===== src/rtl/noc_mem_req_arbiter.sv =====
// ----------------------------------------------------------------------------
// NocMemReqArbiter (module noc_mem_req_arbiter)
//
// Purpose:
//   Packet-atomic round-robin arbiter. It merges two NoC2 request streams into
//   the single memory-side request stream that feeds the AXI4 bridge.
//   The arbiter works in cut-through mode and adds no latency. The header flit
//   passes in the same cycle it is granted. Flits of different packets are
//   never interleaved.
//
// Ports:
//   clk            memory-controller clock
//   rst_n          asynchronous active-low reset
//   in0_val/dat    requester 0 flit valid / data
//   in0_rdy        requester 0 flit accepted
//   in1_val/dat    requester 1 flit valid / data
//   in1_rdy        requester 1 flit accepted
//   out_val/dat    merged flit valid / data
//   out_rdy        downstream ready
//   busy           a packet is in flight (FWD state)
//   gnt_id         input currently granted, or last granted
//   pkt_cnt0/1     headers accepted per input (only with NOC_MEM_ARB_PERF_EN)
//
// Configuration:
//   NOC_MEM_ARB_PERF_EN  when defined, adds the per-input header counters.
// ----------------------------------------------------------------------------
module noc_mem_req_arbiter #(
    parameter int DATA_W = 64,
    parameter int LEN_LO = 22,
    parameter int LEN_W  = 8
`ifdef NOC_MEM_ARB_PERF_EN
   ,parameter int CNT_W  = 32
`endif
) (
    input  logic              clk,
    input  logic              rst_n,
    input  logic              in0_val,
    input  logic [DATA_W-1:0] in0_dat,
    output logic              in0_rdy,
    input  logic              in1_val,
    input  logic [DATA_W-1:0] in1_dat,
    output logic              in1_rdy,
    output logic              out_val,
    output logic [DATA_W-1:0] out_dat,
    input  logic              out_rdy,
    output logic              busy,
    output logic              gnt_id
`ifdef NOC_MEM_ARB_PERF_EN
   ,output logic [CNT_W-1:0]  pkt_cnt0,
    output logic [CNT_W-1:0]  pkt_cnt1
`endif
);

    typedef enum logic {IDLE, FWD} state_t;

    state_t             state;
    logic               rr_ptr;
    logic [LEN_W-1:0]   remain;
    logic               sel;
    logic               hs;
    logic [LEN_W-1:0]   hdr_len;

    // Selects the input that drives the output this cycle. While a packet
    // is in flight, the selection stays locked to the granted input. In IDLE,
    // the round-robin pointer has priority. If the preferred input is not
    // valid, the other input is used when it is valid. With no valid input,
    // the selection stays on the preferred input.
    always_comb begin
        sel = rr_ptr;
        if (state == FWD) begin
            sel = gnt_id;
        end else if (rr_ptr ? in1_val : in0_val) begin
            sel = rr_ptr;
        end else if (rr_ptr ? in0_val : in1_val) begin
            sel = ~rr_ptr;
        end
    end

    // Data path mux and handshake. The valid and ready signals are gated by
    // rst_n. This keeps the output silent while reset is held, and the gating
    // takes effect asynchronously.
    assign out_dat = sel ? in1_dat : in0_dat;
    assign out_val = rst_n & (sel ? in1_val : in0_val);
    assign in0_rdy = rst_n & out_rdy & ~sel;
    assign in1_rdy = rst_n & out_rdy & sel;
    assign hs      = out_val & out_rdy;
    assign hdr_len = out_dat[LEN_LO +: LEN_W];
    assign busy    = (state == FWD);

    // Packet-level state machine.
    // In IDLE, a header handshake records the grant and hands priority to the
    // other input. A zero-length header is a single-flit packet, so the FSM
    // stays in IDLE and arbitrates again on the next cycle.
    // In FWD, each handshake counts one payload flit. The last payload flit
    // returns the FSM to IDLE.
    // The FWD check of remain != 0 keeps the counter from underflowing.
    always_ff @(posedge clk or negedge rst_n) begin
        if (!rst_n) begin
            state  <= IDLE;
            rr_ptr <= 1'b0;
            remain <= '0;
            gnt_id <= 1'b0;
        end else begin
            case (state)
                IDLE: begin
                    if (hs) begin
                        gnt_id <= sel;
                        rr_ptr <= ~sel;
                        if (hdr_len != '0) begin
                            remain <= hdr_len;
                            state  <= FWD;
                        end
                    end
                end
                FWD: begin
                    if (hs && remain != '0) begin
                        remain <= remain - 1'b1;
                        if (remain == LEN_W'(1)) begin
                            state <= IDLE;
                        end
                    end
                end
                default: state <= IDLE;
            endcase
        end
    end

`ifdef NOC_MEM_ARB_PERF_EN
    // Per-input header counters. Each counter counts header handshakes from
    // its input and wraps naturally at its width.
    always_ff @(posedge clk or negedge rst_n) begin
        if (!rst_n) begin
            pkt_cnt0 <= '0;
            pkt_cnt1 <= '0;
        end else if (state == IDLE && hs) begin
            if (sel) begin
                pkt_cnt1 <= pkt_cnt1 + 1'b1;
            end else begin
                pkt_cnt0 <= pkt_cnt0 + 1'b1;
            end
        end
    end
`endif

endmodule


===== config.mk =====
export PLATFORM = sky130hd
export DESIGN_NAME = noc_mem_req_arbiter
export DESIGN_NICKNAME = d
export VERILOG_FILES = /design/src/rtl/noc_mem_req_arbiter.sv
export SDC_FILE = /design/constraint.sdc
export NUM_CORES = 1
export LEC_CHECK = 0
export CORE_MARGIN = 4
export CORE_UTILIZATION = 25
export CTS_CLUSTER_DIAMETER = 50
export DETAILED_ROUTE_END_ITERATION = 12
export PLACE_DENSITY = 0.81
export SLEW_MARGIN = 25
export SYNTH_ARGS = -nofsm -noshare
export SYNTH_HDL_FRONTEND = slang
export SYNTH_SLANG_ARGS = --single-unit

===== constraint.sdc =====
create_clock -name clk -period 5.2 [get_ports clk]
set_input_delay 1.04 -clock clk [delete_from_list [all_inputs] [get_ports clk]]
set_output_delay 1.04 -clock clk [all_outputs]
set_load 0.05 [all_outputs]

# Word-level counts from Yosys, hierarchy flattened
# Index checks and enable logic that the tools add are counted.
# word_totals
elab_cells,38
regBits,11
out_inout_bits,69
inputBits,133
# classes
eq_ne,4
n_reduce_logical,5
n_addsub,1
n_mux,16
n_bitwise,8
# ops
cell,count
two-way mux 64 bit,1
two-way mux 8 bit,3
case mux 8 bit (2 select lines),1
nonzero test 8 bit,2
two-way mux 1 bit,10
"== test 8 x 1 -> 1 bit, second input constant",1
"subtractor 8 x 1 -> 8 bit, second input constant",1
bitwise AND 1 bit,5
"inequality test 2 bit, second input constant",2
NOT 1 bit,3
AND reduction 3 bit,1
"inequality test 2 x 1 -> 1 bit, second input constant",1
case mux 1 bit (2 select lines),1
AND reduction 2 bit,1
logical AND 1 bit,1

# Logic depth before layout (Yosys ltp)
# depth
depth_word,10
ltp_mapped,6
depth_no_buf,6

# Least setup slack after synthesis
# Ideal clock, no wire load.
# synth_path
kind,in2out
startpoint,input port in0_val
endpoint,output port in1_rdy
t_required_ns,4.160
cell_stages,5
setup_slack_ns,1.549
arrival_time_ns,2.611
n_path_buf,2
cell_sequence,a21boi_2 > o31a_4 > buf_2 > buf_2 > nor2_1
# synth_between
elab_chain_cells,5
word_cells_on_any_way,6
classes_between,5 x mux; 1 x bitwise
# synth_rtl
item,line,source
"start, declared",37,"input logic in0_val,"
two-way mux 1 bit (2 in a row),74,end else if (rr_ptr ? in0_val : in1_val) begin
two-way mux 1 bit *,72,end else if (rr_ptr ? in1_val : in0_val) begin
two-way mux 1 bit *,70,if (state == FWD) begin
bitwise AND 1 bit *,85,assign in1_rdy = rst_n & out_rdy & sel;
"end, declared",42,"output logic in1_rdy,"
# Every way passes the cells marked *; elsewhere a longest branch is shown, timed or not.

# Worst setup path in the final report
# layout_path
startpoint,input port in1_val
endpoint,output port out_dat[37]
# layout_between
elab_chain_cells,5
word_cells_on_any_way,6
classes_between,6 x mux
# layout_rtl
item,line,source
"start, declared",40,"input logic in1_val,"
two-way mux 1 bit (2 in a row),74,
two-way mux 1 bit *,72,
two-way mux 1 bit *,70,
two-way mux 64 bit *,82,assign out_dat = sel ? in1_dat : in0_dat;
"end, declared",44,"output logic [DATA_W-1:0] out_dat,"
# Marks and branches as above.

==> run summary <==
• **Pwr per Cell Area** 630 nW/um^2
• **LEAKAGE** 0.00147 uW
• **non-filler instance count after layout** 450
• **Syn. warnings** 0
• **max-slew violation count** 0
• **Setup Viol. Count Final** 0
• **CP Buf/Inv Count** 3
• **largest net degree at the start of global routing** 33
• **Max FO, Critical Path** 22
• **port buffer count** 201
• **grt total ovfl** 0
• **ant diodes** 0
• **syn_area_per_cell** 9.54 um^2
• **width of the chip** 89.3 um
• **Setup Skew** 0.00226 ns
• **Critical Path Sink Type** primary output
• **average via count per standard cell** 4.84
• **Resized cells post-CTS** 0
• **starting density of the core** 0.258
• **number of instances on the worst hold path** 1
• **sequential fraction of the synthesis area** 0.167
• **Post-layout nets** 510
• **share of the clock period used by the worst path after layout** 0.906
• **max cap viols** 0
• **setup repair after global routing missed its margin** no
• **Tightest Pin Transition** 0.574 ns
• **outcome** finished clean
• **Syn Nets** 309
• **delay of the slowest critical-path stage** 0.71 ns
• **Max-Slew Margin vs Limit** 0.618
• **clock latency reported for the late side of the worst-skew pair** 0.24 ns
• **dominant cells by area after synthesis** sky130_fd_sc_hd__mux2_2 42%, sky130_fd_sc_hd__dfrtp_1 17%, sky130_fd_sc_hd__mux2_4 3.6%, sky130_fd_sc_hd__ha_1 2.3%, sky130_fd_sc_hd__nor2_1 2.3%
• **critical path launch point type** input pin
• **floorplan core area** 6390 um^2
• **final-layout setup total negative slack** 0 ns
• **cell area after synthesis** 1650 um^2
• **critical path start-end classification** input pin to primary output
• **net switching fraction of the power** 0.567
• **Hold Startpoint** rr_ptr$_DFFE_PN0P_
• **count of flip-flops with a built-in enable after synthesis** 0
• **DRT Wirelength** 8330 um
• **stages on the worst setup path** 6
• **Endpoint, Worst Hold** rr_ptr$_DFFE_PN0P_
• **synth-to-layout area growth** 130%
• **number of global-route vias before repair** 2299
• **fraction of final layout cells sized beyond drive strength 1** 0.209
• **area fraction of the dominant cell type after synthesis** 0.416
• **endpoint of the worst register-to-register path** remain[0]$_DFFE_PN0P_
• **final hold vios** 0
• **part of the total power dissipated in combinational logic** 0.883
• **total internal power** 1040 uW
• **sequential fraction of design power** 0.080
• **CP most frequent cell** sky130_fd_sc_hd__clkdlybuf4s50_1
• **Worst-path clk slew** 0.05 ns
• **clock sinks** 11
• **overall fraction of global-route tracks in use** 0.190
• **critical path cell sequence** clkdlybuf4s50_1 > nor2_1 > o31a_4 > buf_4 > mux2_2 > clkdlybuf4s50_1
• **DRC Markers** 0
• **Worst EP required** 4.16 ns
• **initial antenna violation count** 0
• **arrival time at the worst endpoint** 3.67 ns
• **wire length of the first global-routing pass** 11500 um
• **buffers from clock root to sink, at most** 2
• **slowest cell on the critical path** sky130_fd_sc_hd__clkdlybuf4s50_1
• **worst-case vdd ir drop** 449 uV
• **final antenna-violating net count** 0
• **# hold bufs at CTS** 0
• **clock root buffer master** sky130_fd_sc_hd__clkbuf_8
• **reported net switching power** 1360 uW
• **flip-flop and latch count after synthesis** 11
• **Hold Crit Class** flip-flop to flip-flop
• **Total Die Area** 7970 um^2
• **first-pass iteration count of the detailed router** 4
• **clock buffer count from CTS** 3
• **FMAX** 0.212 GHz
• **share of power burned in the clock network** 0.037
• **Top-Level Pins** 202
• **most used standard cell by instance count after synthesis** sky130_fd_sc_hd__mux2_2
• **half-perimeter wire length of the detailed placement result** 7340 um
• **FF-to-FF Start** busy$_DFF_PN0_
• **family with the most delay on the worst path** buffers and inverters
• **Setup crit start** in1_val
• **cell type contributing the most total cell area after synthesis** sky130_fd_sc_hd__mux2_2
• **flop-to-flop setup slack** 2.78 ns
• **logic depth of the worst register-to-register path** 5
• **TritonCTS clock tree** built
• **Synth async-reset ratio** 1.00
• **average routed wire per standard cell** 18.5 um
• **most used flip-flop cell after synthesis** sky130_fd_sc_hd__dfrtp_1
• **die outline height** 89.3 um
• **H-tree Lvls** 1
• **fin crit period** 4.71 ns
• **total placed cells including tap cells** 446
• **number of DRC markers after the initial detailed-route iteration** 108
• **final weighted congestion in routability-driven placement** 0.885
• **total number of vias** 2180
• **number of distinct library cell variants in the gate-level netlist after synthesis** 43
• **Setup Fix Bufs, Post-CTS** 0
• **synthesized netlist cell count** 173
• **cell types with the highest counts after synthesis** 61 x sky130_fd_sc_hd__mux2_2, 11 x sky130_fd_sc_hd__dfrtp_1, 10 x sky130_fd_sc_hd__nor2_1
• **standard-cell rows** 29
• **final cell utilization of the core** 0.594
## worst max path at each step
stage | end | slack [ns]
CTS | out_dat[37] | 0.50
floorplan | in1_rdy | 1.55
detailed placement | out_dat[37] | 0.50
global placement | out_dat[37] | 0.57
global route | out_dat[25] | 0.38
finish | out_dat[37] | 0.49
## metrics by stage
step / cell area, um^2 / worst slack, ns / hold WS (ns) / power (uW)
2_1_floorplan: 1650 / 1.55 / 0.510 / 1670
3_3_place_gp: 3750 / 0.569 / 0.542 / 2290
3_5_place_dp: 3750 / 0.499 / 0.546 / 2310
4_1_cts: 3790 / 0.496 / 0.556 / 2410
5_1_grt: 3790 / 0.380 / 0.588 / 2500
6_report: 3790 / 0.490 / 0.558 / 2390
## cells in the final DEF, fill, tap and decap left out, drive strengths merged, types with 2 or more instances in the layout
cell and instances:
nor3 3, dfrtp 11, o31ai 2, buf 3, nand3 5, mux2i 2
o221a 2, clkbuf 4, nor2 11, a211oi 4, mux2 65, a21oi 4
a31oi 4, and3 2, clkdlybuf4s50 201, nand3b 2, nand2b 3, inv 8
nor4 5, nand2 9, ha 3, o21ai 3
## final cells by class
class / instances / area [um^2]
multi-input cells: 146 / 1300
well taps: 77 / 96.3
clock buffers: 4 / 45.0
repair buffers: 204 / 2050
inverters: 8 / 30.0
fillers: 550 / 2590
flip-flops and latches: 11 / 275
## flip-flops by register name (all words and copies together), names as in the netlist
| name | count |
|---|---|
| rr_ptr | 1 |
| busy | 1 |
| gnt_id | 1 |
| remain | 8 |
## worst register-to-register path: cells and delay by family, from the launching register on
kind	cells	cell delay, ns
compound gates	2	0.55
buf+inv	1	0.27
flops	1	0.70
mux	1	0.44
simple gates	1	0.33
## cells by family after synthesis
kind of cell | synth area share
buffers and inverters | 0.0455
AOI/OAI and AO/OA | 0.154
adders and majority gates | 0.0227
and+or+nand+nor | 0.139
DFF | 0.167
muxes | 0.472
## routing by layer
metal,routed length [um],GRT usage,up-vias,share of wire
li1,-,-,1066,-
met1,3080,0.221,999,0.37
met2,4580,0.352,107,0.55
met3,579,0.0525,8,0.069
met4,95,0.0311,0,0.011
met5,0,0,-,0
## power groups by stage
stage          clock network, uW  logic, uW  registers, uW
2_1_floorplan                  0       1470            194
3_3_place_gp                   0       2100            189
3_5_place_dp                   0       2120            188
4_1_cts                     89.9       2130            189
5_1_grt                     92.3       2210            199
6_report                    88.2       2110            191
Note: power is estimated with default switching activity, not from simulation.
